[src/rtl/access_control_mu_if.sv]
// Bus between the keypad/data-entry front end and the multi-user access
// controller. The front end (master) drives a command and raises the level
// strobe _Data_In_Load; the controller (slave) returns status, per-slot grant
// flags and the remaining lockout time.
interface access_control_mu_if #(
   parameter int DATA_WIDTH  = 16,
   parameter int NUM_USERS   = 4,
   parameter int LOCK_CYCLES = 64
);
   localparam int USER_W = (NUM_USERS > 1) ? $clog2(NUM_USERS) : 1;
   localparam int LOCK_W = $clog2(LOCK_CYCLES + 1);

   logic [1:0]            _Request;
   logic [USER_W-1:0]     _User;
   logic [DATA_WIDTH-1:0] _Data_In;
   logic                  _Data_In_Load;
   logic [2:0]            _Status_Frame;
   logic [NUM_USERS-1:0]  _Granted;
   logic [LOCK_W-1:0]     _Lock_Remaining;

   modport master (
      output _Request, _User, _Data_In, _Data_In_Load,
      input  _Status_Frame, _Granted, _Lock_Remaining
   );

   modport slave (
      input  _Request, _User, _Data_In, _Data_In_Load,
      output _Status_Frame, _Granted, _Lock_Remaining
   );
endinterface

[src/rtl/access_control_mu.sv]
// Multi-user access controller: enrolled passwords per slot, per-slot
// failed-attempt counters and a global timed lockout.
//
// Handshake: _Data_In_Load is a level strobe. A command is accepted on the
// posedge where the strobe is 1 and was 0 on the previous posedge; _Request,
// _User and _Data_In are sampled on that same edge. Holding the strobe issues
// one command. Results are registered on the accepting edge. In LOCKED every
// rising edge is dropped.
module access_control_mu #(
   parameter int DATA_WIDTH  = 16,
   parameter int NUM_USERS   = 4,
   parameter int MAX_TRIES   = 3,
   parameter int LOCK_CYCLES = 64
) (
   input  logic                clk,
   input  logic                rst,
   access_control_mu_if.slave  bus,
   output logic                dbg_locked
);
   localparam int USER_W = (NUM_USERS > 1) ? $clog2(NUM_USERS) : 1;
   localparam int LOCK_W = $clog2(LOCK_CYCLES + 1);
   localparam int CNT_W  = 3;

   localparam logic [2:0] ST_IDLE    = 3'b000;
   localparam logic [2:0] ST_STORED  = 3'b001;
   localparam logic [2:0] ST_GRANTED = 3'b010;
   localparam logic [2:0] ST_DENIED  = 3'b011;
   localparam logic [2:0] ST_LOCKED  = 3'b100;
   localparam logic [2:0] ST_NOT_ENR = 3'b101;
   localparam logic [2:0] ST_CLEARED = 3'b110;
   localparam logic [2:0] ST_LOGOUT  = 3'b111;

   typedef enum logic {S_IDLE = 1'b0, S_LOCKED = 1'b1} state_t;

   state_t                state_q, state_d;
   logic                  load_q;
   logic [NUM_USERS-1:0]  enrolled_q, enrolled_d;
   logic [NUM_USERS-1:0]  granted_q, granted_d;
   logic [DATA_WIDTH-1:0] pw_q   [NUM_USERS];
   logic [DATA_WIDTH-1:0] pw_d   [NUM_USERS];
   logic [CNT_W-1:0]      fail_q [NUM_USERS];
   logic [CNT_W-1:0]      fail_d [NUM_USERS];
   logic [2:0]            status_q, status_d;
   logic [LOCK_W-1:0]     lock_q, lock_d;
   logic [USER_W-1:0]     lock_user_q, lock_user_d;
   logic [CNT_W-1:0]      next_fail;
   logic [USER_W-1:0]     u;
   logic                  accept;
   logic                  user_ok;

   assign u      = bus._User;
   assign accept = bus._Data_In_Load & ~load_q;

   // Slot indices past the last user only exist when NUM_USERS is not a power of two.
   if (NUM_USERS == (1 << USER_W)) begin : g_full_range
      assign user_ok = 1'b1;
   end else begin : g_partial_range
      assign user_ok = (u < USER_W'(NUM_USERS));
   end

   // Next-state and next-output computation for the IDLE/LOCKED controller.
   always_comb begin
      state_d     = state_q;
      status_d    = status_q;
      lock_d      = lock_q;
      lock_user_d = lock_user_q;
      enrolled_d  = enrolled_q;
      granted_d   = granted_q;
      pw_d        = pw_q;
      fail_d      = fail_q;
      next_fail   = '0;
      if (state_q == S_LOCKED) begin
         lock_d = lock_q - LOCK_W'(1);
         if (lock_q == LOCK_W'(1)) begin
            state_d             = S_IDLE;
            status_d            = ST_IDLE;
            fail_d[lock_user_q] = '0;
         end
      end else if (accept) begin
         if (!user_ok) begin
            status_d = ST_NOT_ENR;
         end else begin
            case (bus._Request)
               2'b00: begin
                  if (!enrolled_q[u]) begin
                     status_d = ST_NOT_ENR;
                  end else if (pw_q[u] == bus._Data_In) begin
                     status_d     = ST_GRANTED;
                     granted_d[u] = 1'b1;
                     fail_d[u]    = '0;
                  end else begin
                     granted_d[u] = 1'b0;
                     if (fail_q[u] < CNT_W'(MAX_TRIES)) begin
                        next_fail = fail_q[u] + CNT_W'(1);
                     end else begin
                        next_fail = fail_q[u];
                     end
                     fail_d[u] = next_fail;
                     if (next_fail == CNT_W'(MAX_TRIES)) begin
                        status_d    = ST_LOCKED;
                        state_d     = S_LOCKED;
                        lock_d      = LOCK_W'(LOCK_CYCLES);
                        lock_user_d = u;
                     end else begin
                        status_d = ST_DENIED;
                     end
                  end
               end
               2'b01: begin
                  if (!enrolled_q[u] || granted_q[u]) begin
                     status_d      = ST_STORED;
                     pw_d[u]       = bus._Data_In;
                     enrolled_d[u] = 1'b1;
                     fail_d[u]     = '0;
                  end else begin
                     status_d = ST_DENIED;
                  end
               end
               2'b10: begin
                  if (granted_q[u]) begin
                     status_d      = ST_CLEARED;
                     enrolled_d[u] = 1'b0;
                     pw_d[u]       = '0;
                     granted_d[u]  = 1'b0;
                     fail_d[u]     = '0;
                  end else begin
                     status_d = ST_DENIED;
                  end
               end
               default: begin
                  status_d     = ST_LOGOUT;
                  granted_d[u] = 1'b0;
               end
            endcase
         end
      end
   end

   // State register with synchronous active-low reset; the strobe history is kept even when locked.
   always_ff @(posedge clk) begin
      if (!rst) begin
         state_q     <= S_IDLE;
         load_q      <= 1'b0;
         enrolled_q  <= '0;
         granted_q   <= '0;
         status_q    <= ST_IDLE;
         lock_q      <= '0;
         lock_user_q <= '0;
         for (int i = 0; i < NUM_USERS; i++) begin
            pw_q[i]   <= '0;
            fail_q[i] <= '0;
         end
      end else begin
         state_q     <= state_d;
         load_q      <= bus._Data_In_Load;
         enrolled_q  <= enrolled_d;
         granted_q   <= granted_d;
         status_q    <= status_d;
         lock_q      <= lock_d;
         lock_user_q <= lock_user_d;
         for (int i = 0; i < NUM_USERS; i++) begin
            pw_q[i]   <= pw_d[i];
            fail_q[i] <= fail_d[i];
         end
      end
   end

   assign bus._Status_Frame   = status_q;
   assign bus._Granted        = granted_q;
   assign bus._Lock_Remaining = lock_q;
   assign dbg_locked          = (state_q == S_LOCKED);
endmodule

[src/flat_wrapper.sv]
// flat-port wrapper written by rule: the top's interface ports become plain ports
module access_control_mu_flat 
#(
   parameter int DATA_WIDTH  = 16,
   parameter int NUM_USERS   = 4,
   parameter int MAX_TRIES   = 3,
   parameter int LOCK_CYCLES = 64
)
  (clk, rst, dbg_locked, bus__Request, bus__User, bus__Data_In, bus__Data_In_Load, bus__Status_Frame, bus__Granted, bus__Lock_Remaining);
  access_control_mu_if #(.DATA_WIDTH(DATA_WIDTH), .NUM_USERS(NUM_USERS), .LOCK_CYCLES(LOCK_CYCLES)) bus_i ();
  input  logic clk;
  input  logic rst;
  output logic dbg_locked;
  input wire logic [$bits(bus_i._Request)-1:0] bus__Request;
  input wire logic [$bits(bus_i._User)-1:0] bus__User;
  input wire logic [$bits(bus_i._Data_In)-1:0] bus__Data_In;
  input wire logic [$bits(bus_i._Data_In_Load)-1:0] bus__Data_In_Load;
  output wire logic [$bits(bus_i._Status_Frame)-1:0] bus__Status_Frame;
  output wire logic [$bits(bus_i._Granted)-1:0] bus__Granted;
  output wire logic [$bits(bus_i._Lock_Remaining)-1:0] bus__Lock_Remaining;
  assign bus_i._Request = bus__Request;
  assign bus_i._User = bus__User;
  assign bus_i._Data_In = bus__Data_In;
  assign bus_i._Data_In_Load = bus__Data_In_Load;
  assign bus__Status_Frame = bus_i._Status_Frame;
  assign bus__Granted = bus_i._Granted;
  assign bus__Lock_Remaining = bus_i._Lock_Remaining;
  access_control_mu #(.DATA_WIDTH(DATA_WIDTH), .NUM_USERS(NUM_USERS), .MAX_TRIES(MAX_TRIES), .LOCK_CYCLES(LOCK_CYCLES)) u_core (.clk(clk), .rst(rst), .bus(bus_i), .dbg_locked(dbg_locked));
endmodule
[config.mk]
export PLATFORM = sky130hd
export DESIGN_NAME = access_control_mu_flat
export DESIGN_NICKNAME = d
export VERILOG_FILES = /design/src/rtl/access_control_mu_if.sv /design/src/rtl/access_control_mu.sv /design/src/flat_wrapper.sv
export SDC_FILE = /design/constraint.sdc
export NUM_CORES = 1
export LEC_CHECK = 0
export ABC_CLOCK_PERIOD_IN_PS = 5300
export CAP_MARGIN = 20
export CORE_ASPECT_RATIO = 1.4
export CORE_UTILIZATION = 60
export DETAILED_ROUTE_END_ITERATION = 10
export PLACE_DENSITY = 0.82
export SKIP_CTS_REPAIR_TIMING = 1
export SYNTH_ARGS = -nofsm -noshare
export SYNTH_HDL_FRONTEND = slang
export SYNTH_SLANG_ARGS = --single-unit
[constraint.sdc]
create_clock -name clk -period 5.3 [get_ports clk]
set_input_delay 1.06 -clock clk [delete_from_list [all_inputs] [get_ports clk]]
set_output_delay 1.06 -clock clk [all_outputs]
set_load 0.005 [all_outputs]
==> flow_metrics.env, run 1 <==
export IMPL_status="finished clean"
export IMPL_fin_skew_ps=10.8
export IMPL_slew_headroom=0.492
export IMPL_ys_seq_elements=98
export IMPL_dpl_cell_count=685
export IMPL_ys_warn_count=0
export IMPL_fin_nets=626
export IMPL_multiInputGateArea_um2=2740
export IMPL_hold_path_class="reg -> reg"
export IMPL_grt_use_met2=0.559
export IMPL_power_mw=1.39
export IMPL_dp_hpwl_mm=8.27
export IMPL_slew_viol_final=0
export IMPL_drtAntennaViolNets=0
export IMPL_tightest_slew_ps=759
export IMPL_hold_viol_final=0
export IMPL_wl_per_cell_um=17.8
export IMPL_crit_type="in -> reg"
export IMPL_netlist_instances=571
export IMPL_synth_net_count=601
export IMPL_cpPeakStageDelay_ps=740
export IMPL_portBuffers=37
export IMPL_grt_usage=0.310
export IMPL_syn_area_um2=4930
export IMPL_fin_crit_ps=4060
export IMPL_rsz0062_at_grt="no"
export IMPL_initial_core_util=0.628
export IMPL_vias=4300
export IMPL_num_fill_cells=613
export IMPL_setup_violations=0
export IMPL_cts_max_level=3
export IMPL_path_cells="clkdlybuf4s50_1 -> buf_4 -> mux4_2 -> ha_1 -> inv_1 -> or3_1 -> a21o_1 -> or2_2 -> nor3_1 -> o32ai_1"
export IMPL_gr_total_overflow=0
export IMPL_slowest_stage="clkdlybuf4s50_1"
export IMPL_die_h_um=109
export IMPL_path_clk_slew_ps=90
export IMPL_drc=0
export IMPL_die_area_um2=8580
export IMPL_cts_made_buffers=9
export IMPL_worstPathMaxFanout=9
export IMPL_grt_met1_usage=0.334
export IMPL_viasPerCell=6.13
export IMPL_ios=38
export IMPL_fin_cells=701
export IMPL_worst_setup_path_end_kind="register"
export IMPL_cts_tree="done"
export IMPL_power_density_nw_per_um2=251
export IMPL_clock_sinks=98
export IMPL_synthFlopType="dfxtp_1"
export IMPL_synthArstFlopShare=0
export IMPL_setup_tns_final_ps=0
export IMPL_leakagePower_nw=1.93
export IMPL_wl_mm=12.5
export IMPL_seq_area_frac_synth=0.398
export IMPL_crit_required_ps=5550
export IMPL_synth_edf_count=0
export IMPL_busiest_layer="met2"
export IMPL_drt_initial_drc_count=279
export IMPL_cp_data_arrival_time_ps=4300
export IMPL_rrSetupSlack_ps=2430
export IMPL_ir_drop_uv=198
export IMPL_grt_max_degree=59
export IMPL_antenna_found_initial=0
export IMPL_grt_pass1_vias=4240
export IMPL_worstSetupStartpointType="input pin"
export IMPL_syn_to_final_growth_pct=12.5
export IMPL_drive_gt1_frac=0.0932
export IMPL_cts_root_buf="clkbuf_8"
export IMPL_insertion_delay_ps=370
export IMPL_yosys_cell_types_count=48
export IMPL_diodes=0
export IMPL_die_w_um=78.6
export IMPL_drtPass1Iterations=5
export IMPL_grt_use_met3=0.0536
export IMPL_fin_crit_sh=0.765
export IMPL_placementRows=38
export IMPL_drv_cap=0
export IMPL_clockBufferDepth=2
export IMPL_grt_pass1_wl_mm=20.1
export IMPL_syn_area_per_cell_um2=8.63
export IMPL_max_freq_mhz=247
export IMPL_seq_area_um2=1960
export IMPL_coreArea_um2=7850
export IMPL_gp_congestion=0.899
-- report_power, final --
group / internal (mW) / switching, mW / leakage, nW / total, mW
Sequential: 0.744 / 0.00435 / 0.791 / 0.749
Combinational: 0.0593 / 0.0848 / 1.03 / 0.144
Clock: 0.242 / 0.257 / 0.105 / 0.499
Total: 1.05 / 0.347 / 1.93 / 1.39
-- Yosys cell counts, types with 8 or more instances --
library cell	count	area, µm²
nand2_1	154	578
nor2b_1	22	138
xnor2_1	18	158
clkbuf_1	21	78.8
nand3_1	10	50.1
and2_1	8	50.1
o21ai_0	17	85.1
a21boi_0	27	203
nor2_1	18	67.6
buf_2	8	40.0
inv_1	13	48.8
a21oi_1	45	225
mux4_2	18	405
dfxtp_1	98	1960
nand2b_1	8	50.1
-- stage by stage --
step           hold slack (ps)  setup slack, ps  instance area (µm²)  utilization
4_1_cts                    457             1240                 5540        0.706
3_3_place_gp               438              949                 5340        0.680
2_1_floorplan              426             1700                 4930            -
5_1_grt                    474             1030                 5540        0.706
3_5_place_dp               445              851                 5340        0.680
6_report                   458             1240                 5540        0.706
-- critical path, delay by kind of cell --
kind,cells,cell delay (ps)
AOI/OAI and AO/OA,2,390
and+or+nand+nor,3,960
muxes,1,570
adders and majority gates,1,310
buffers and inverters,3,1020
-- final cells by class --
type                       count  share of cell area
clock buffer                  11              0.0273
inverter                      14             0.00949
sequential                    98               0.354
multi-input combinational    424               0.494
tap                          100              0.0226
clock inverter                 5             0.00949
timing repair buffer          49              0.0831
-- state kept, by name, summed over array words and instances, names as in the netlist, named ones only --
signal and cells:
u_core.bus._Status_Frame 3, u_core.lock_user_q 2, u_core.load_q 1, u_core.dbg_locked 1, u_core.bus._Lock_Remaining 7, u_core.fail_q 12
u_core.pw_q 64
-- worst paths after layout --
kind,start,to,cells after the start
worst min-delay path,u_core.pw_q[40],u_core.pw_q[40],2
worst max register to register,u_core.dbg_locked,u_core.pw_q[46],6
worst max-delay path,bus__User[0],u_core.bus._Lock_Remaining[1],10
worst min register to register,u_core.pw_q[40],u_core.pw_q[40],2
-- layer usage --
metal,vias to the layer above,wire length (µm)
li1,2031,-
met1,2059,4770
met2,174,6550
met3,36,726
met4,0,432
met5,-,0
-- cell families (layout without fill, tap and decap cells) --
logic type | Yosys count | in the layout | synth area share
xor gates and xnor gates | 18 | 18 | 0.0320
buffers and inverters | 49 | 79 | 0.0462
adders and majority gates | 7 | 7 | 0.0178
AOI/OAI and AO/OA | 128 | 128 | 0.172
muxes | 23 | 23 | 0.103
DFF | 98 | 98 | 0.398
and+or+nand+nor | 248 | 248 | 0.231
-- layout by cell type, fill, tap and decap left out, types with 3 or more instances in the layout --
master / n
a211oi_1: 3
ha_1: 7
nor2b_1: 22
dfxtp_1: 98
nor3_1: 6
clkinv_2: 3
o22ai_1: 4
o31ai_1: 4
and2_1: 8
inv_1: 13
xnor2_1: 18
a21boi_0: 27
buf_4: 12
a22o_1: 4
o21ai_0: 17
o211a_1: 5
or3_1: 3
nand2_1: 154
nand3_1: 10
nor2_1: 18
a221oi_1: 5
mux4_2: 18
nand4_1: 4
a21oi_1: 45
mux4_1: 3
clkbuf_8: 11
clkdlybuf4s50_1: 37
nand2b_1: 8
and3_1: 6
(Power assumes the default switching activity.)
==> run 2: changes to the inputs <==
Settings changed: ABC_CLOCK_PERIOD_IN_PS 5300 to 4200, CORE_UTILIZATION 60 to 58, PLACE_DENSITY 0.82 to 0.79.
Clock period 5.3 ns to 4.2 ns, I/O delays scaled along.
==> run 2 against run 1 <==
Flip-flop and latch count unchanged. Combinational power grew 28%. Cell count did not move. Final area rose by 1.5%. Critical path type unchanged. Critical endpoint is now u_core.fail_q[5]. Largest cell class unchanged.
==> flow_metrics.env, run 2 (synthesis gave the netlist of run 1 again) <==
export IMPL_num_fill_cells=665
export IMPL_cts_max_level=3
export IMPL_drc=0
export IMPL_placementRows=39
export IMPL_clock_sinks=98
export IMPL_status="finished clean"
export IMPL_layout_commonest_cell="nand2_1"
export IMPL_hold_path_class="reg -> reg"
export IMPL_reg2reg_from="u_core.dbg_locked"
export IMPL_path_clk_slew_ps=60
export IMPL_cts_tree="done"
export IMPL_insertion_delay_ps=340
export IMPL_gr_total_overflow=0
export IMPL_worst_setup_path_end_kind="register"
export IMPL_die_area_um2=8870
export IMPL_regMostFlops="u_core.pw_q"
export IMPL_fin_nets=624
export IMPL_vias=4267
export IMPL_setup_tns_final_ps=0
export IMPL_cpPeakStageDelay_ps=610
export IMPL_largest_reg_flops=64
export IMPL_grt_usage=0.300
export IMPL_tightest_slew_ps=856
export IMPL_diodes=0
export IMPL_wl_mm=12.4
export IMPL_crit_type="in -> reg"
export IMPL_max_freq_mhz=273
export IMPL_path_cells="clkdlybuf4s50_1 -> buf_12 -> mux4_2 -> xnor2_1 -> nand4_1 -> o41a_1 -> a221o_1 -> a32o_1"
export IMPL_ir_drop_uv=252
export IMPL_worstSetupStartpointType="input pin"
export IMPL_fin_skew_ps=7.28
export IMPL_drt_initial_drc_count=339
export IMPL_worstPathMaxFanout=31
export IMPL_die_h_um=111
export IMPL_dpl_cell_count=685
export IMPL_grt_pass1_vias=4195
export IMPL_crit_start="bus__User[0]"
export IMPL_drtAntennaViolNets=0
export IMPL_grt_pass1_wl_mm=20.4
export IMPL_fin_cells=701
export IMPL_drive_gt1_frac=0.0868
export IMPL_die_w_um=79.9
export IMPL_cp_data_arrival_time_ps=3900
export IMPL_slowest_stage="o41a_1"
export IMPL_initial_core_util=0.601
export IMPL_min_delay_start="u_core.pw_q[5]"
export IMPL_placed_area_um2=5350
export IMPL_gp_congestion=0.926
export IMPL_fin_crit_ps=3670
export IMPL_crit_required_ps=4430
export IMPL_drtPass1Iterations=5
export IMPL_drv_cap=0
export IMPL_rsz0062_at_grt="no"
export IMPL_syn_to_final_growth_pct=14.1
export IMPL_clockBufferDepth=2
export IMPL_leakagePower_nw=1.95
export IMPL_slew_viol_final=0
export IMPL_layout_common_cells="nand2_1 (154), dfxtp_1 (98), a21oi_1 (45)"
export IMPL_dp_hpwl_mm=8.09
export IMPL_setup_violations=0
export IMPL_slew_headroom=0.430
export IMPL_dp_slack_ps=226
export IMPL_fin_crit_sh=0.873
export IMPL_power_density_nw_per_um2=336
export IMPL_cts_root_buf="clkbuf_16"
export IMPL_cts_made_buffers=9
export IMPL_wl_per_cell_um=17.7
export IMPL_portBuffers=37
export IMPL_viasPerCell=6.09
export IMPL_hold_viol_final=0
export IMPL_antenna_found_initial=0
export IMPL_ios=38
export IMPL_coreArea_um2=8200
export IMPL_setup_slack_ps=532
export IMPL_grt_max_degree=47
export IMPL_fin_area_um2=5620
-- run 2: changes by cell type in the layout (fill, tap and decap cells not counted), sizes merged --
| cell | previous run | this run |
|---|---|---|
| buf | 12 | 10 |
| bufinv | 1 | 0 |
| clkbuf | 11 | 12 |
| clkinv | 4 | 3 |
| inv | 13 | 14 |
-- run 2: path summary, 6_finish.rpt --
check / to / slack (ps) / depth (start not counted)
setup / recovery: u_core.fail_q[5] / 530 / 8
hold / removal: u_core.pw_q[5] / 450 / 2
setup reg to reg: u_core.pw_q[10] / 1430 / 7
hold reg to reg: u_core.pw_q[5] / 450 / 2
-- run 2: area by class of cell --
cell class	instances	area, µm²	area share
Clock buffer	12	246	0.0438
Clock inverter	4	26.3	0.00467
Inverter	14	52.6	0.00935
Multi-Input combinational cell	424	2740	0.487
Sequential cell	98	1960	0.349
Tap cell	102	128	0.0227
Timing Repair Buffer	47	470	0.0837
-- run 2: per-layer routing --
metal	vias to the layer above	GRT usage	share of wire
li1	2035	-	-
met1	2002	0.352	0.38
met2	189	0.504	0.52
met3	41	0.0461	0.060
met4	0	0.180	0.039
met5	-	0	0
-- run 2: power breakdown --
group	internal, mW	switching, mW	leakage [nW]
clock	0.418	0.342	0.133
combinational	0.0767	0.107	1.03
sequential	0.940	0.00542	0.791
total	1.43	0.454	1.95
-- run 2: per-stage QoR --
step	utilization	hold WS [ps]	total power, mW
after global routing	0.686	467	1.96
after CTS	0.686	456	1.90
after detailed placement	0.652	447	1.15
after global placement	0.652	438	1.14
final	0.686	454	1.89
after floorplan	-	426	1.08
-- run 2: critical path, delay by kind of cell --
family	cells	cell delay, ps
multiplexers	1	550
AO/OA/AOI/OAI	3	1250
buffers and inverters	2	740
XOR/XNOR	1	250
AND/OR/NAND/NOR	1	240
==> run 3: changes to the inputs <==
Settings changed: CORE_UTILIZATION 58 to 30, PLACE_DENSITY 0.79 to unset.
==> run 3 against run 2 <==
Cell count grew 15%. First-iteration DRC count shrank 16%. Final area is 3.4% higher.
==> flow_metrics.env, run 3 (synthesis gave the netlist of run 1 again) <==
export IMPL_status="finished clean"
export IMPL_fin_skew_ps=4.82
export IMPL_power_mw=1.96
export IMPL_worstSetupStartpointType="input pin"
export IMPL_setup_violations=0
export IMPL_tightest_slew_ps=808
export IMPL_fin_crit_sh=0.859
export IMPL_reg2reg_from="u_core.fail_q[9]"
export IMPL_clock_sinks=98
export IMPL_worst_setup_path_end_kind="register"
export IMPL_die_area_um2=16900
export IMPL_largest_reg_flops=64
export IMPL_cp_data_arrival_time_ps=3820
export IMPL_rsz0062_at_grt="no"
export IMPL_crit_start="bus__User[0]"
export IMPL_cts_made_buffers=9
export IMPL_ir_drop_uv=178
export IMPL_fin_cells=804
export IMPL_slew_headroom=0.455
export IMPL_dp_hpwl_mm=9.00
export IMPL_grt_pass1_wl_mm=21.6
export IMPL_hold_path_class="reg -> reg"
export IMPL_drv_cap=0
export IMPL_initial_core_util=0.306
export IMPL_grt_pass1_vias=4294
export IMPL_crit_type="in -> reg"
export IMPL_leakagePower_nw=1.99
export IMPL_drt_initial_drc_count=284
export IMPL_clockBufferDepth=2
export IMPL_gr_total_overflow=0
export IMPL_cts_root_buf="clkbuf_16"
export IMPL_regMostFlops="u_core.pw_q"
export IMPL_worst_path_stages=10
export IMPL_max_freq_mhz=277
export IMPL_placed_area_um2=5520
export IMPL_drc=0
export IMPL_min_delay_start="u_core.pw_q[40]"
export IMPL_rrSetupSlack_ps=1540
export IMPL_diodes=0
export IMPL_path_cells="clkdlybuf4s50_1 -> buf_12 -> mux4_2 -> ha_1 -> inv_1 -> or3_1 -> a21o_1 -> or2_2 -> nor3_1 -> o32ai_1"
export IMPL_vias=4256
export IMPL_setup_tns_final_ps=0
export IMPL_hold_end="u_core.pw_q[40]"
export IMPL_critical_path_buf_inv_count=3
export IMPL_die_h_um=154
export IMPL_path_clk_slew_ps=60
export IMPL_power_density_nw_per_um2=338
export IMPL_gp_congestion=0.845
export IMPL_dpl_cell_count=788
export IMPL_die_w_um=110
export IMPL_routed_top_layer="met4"
export IMPL_reg2reg_depth=8
export IMPL_cts_tree="done"
export IMPL_ios=38
export IMPL_hold_depth=2
export IMPL_cts_max_level=3
export IMPL_layout_commonest_cell="nand2_1"
export IMPL_worstReg2RegEnd="u_core.bus._Lock_Remaining[1]"
export IMPL_wl_per_cell_um=16.5
export IMPL_met3_length_um=539
export IMPL_portBuffers=37
export IMPL_antenna_found_initial=0
export IMPL_insertion_delay_ps=340
export IMPL_placementRows=55
export IMPL_path_delay_family="simple AND/OR/NAND/NOR gates"
export IMPL_grt_usage=0.165
export IMPL_drive_gt1_frac=0.0959
export IMPL_cpPeakStageDelay_ps=590
export IMPL_fin_crit_ps=3610
export IMPL_dr_wl_met2_mm=6.92
export IMPL_viasPerCell=5.29
export IMPL_hold_viol_final=0
export IMPL_slowest_stage="mux4_2"
export IMPL_wl_met1_mm=5.57
export IMPL_layout_common_cells="nand2_1 (154), dfxtp_1 (98), a21oi_1 (45)"
export IMPL_drtPass1Iterations=4
export IMPL_drtAntennaViolNets=0
export IMPL_syn_to_final_growth_pct=18.0
export IMPL_worstPathMaxFanout=31
export IMPL_fin_nets=630
export IMPL_fin_area_um2=5810
export IMPL_final_core_util=0.361
export IMPL_coreArea_um2=16100
export IMPL_grt_max_degree=34
export IMPL_slew_viol_final=0
export IMPL_crit_required_ps=4410
export IMPL_wl_mm=13.3
-- run 3: worst max-delay path by stage --
stage | end | slack [ps]
after floorplan | u_core.bus._Lock_Remaining[1] | 820
after global placement | u_core.bus._Lock_Remaining[1] | 260
after detailed placement | u_core.bus._Lock_Remaining[1] | 230
after CTS | u_core.bus._Lock_Remaining[1] | 580
after global routing | u_core.fail_q[10] | 400
final | u_core.bus._Lock_Remaining[1] | 590
-- run 3: power breakdown --
group | internal [mW] | total, mW | leakage, nW | switching, mW
registers | 0.940 | 0.945 | 0.791 | 0.00548
logic | 0.0780 | 0.186 | 1.06 | 0.108
clock network | 0.479 | 0.831 | 0.143 | 0.353
-- run 3: layout make-up --
| cell class | instances | area, µm² |
|---|---|---|
| fillers | 1693 | 10300 |
| well taps | 199 | 249 |
| clock buffers | 12 | 246 |
| flip-flops and latches | 98 | 1960 |
| clock inverters | 4 | 51.3 |
| repair buffers | 53 | 515 |
| inverters | 14 | 52.6 |
| multi-input cells | 424 | 2740 |
-- run 3: worst min-delay path, stage by stage (launching register included) --
cell and delay [ps]:
dfxtp_1 310, nand2_1 50, a21oi_1 50
-- run 3: per-stage QoR --
step                hold slack [ps]  setup slack (ps)
floorplan                       426               824
global placement                440               264
detailed placement              444               232
CTS                             454               584
global route                    473               395
finish                          453               592
-- run 3: routing by layer --
layer / GRT usage / vias to the layer above
li1: - / 2040
met1: 0.197 / 2090
met2: 0.292 / 107
met3: 0.0263 / 19
met4: 0.0589 / 0
met5: 0 / -
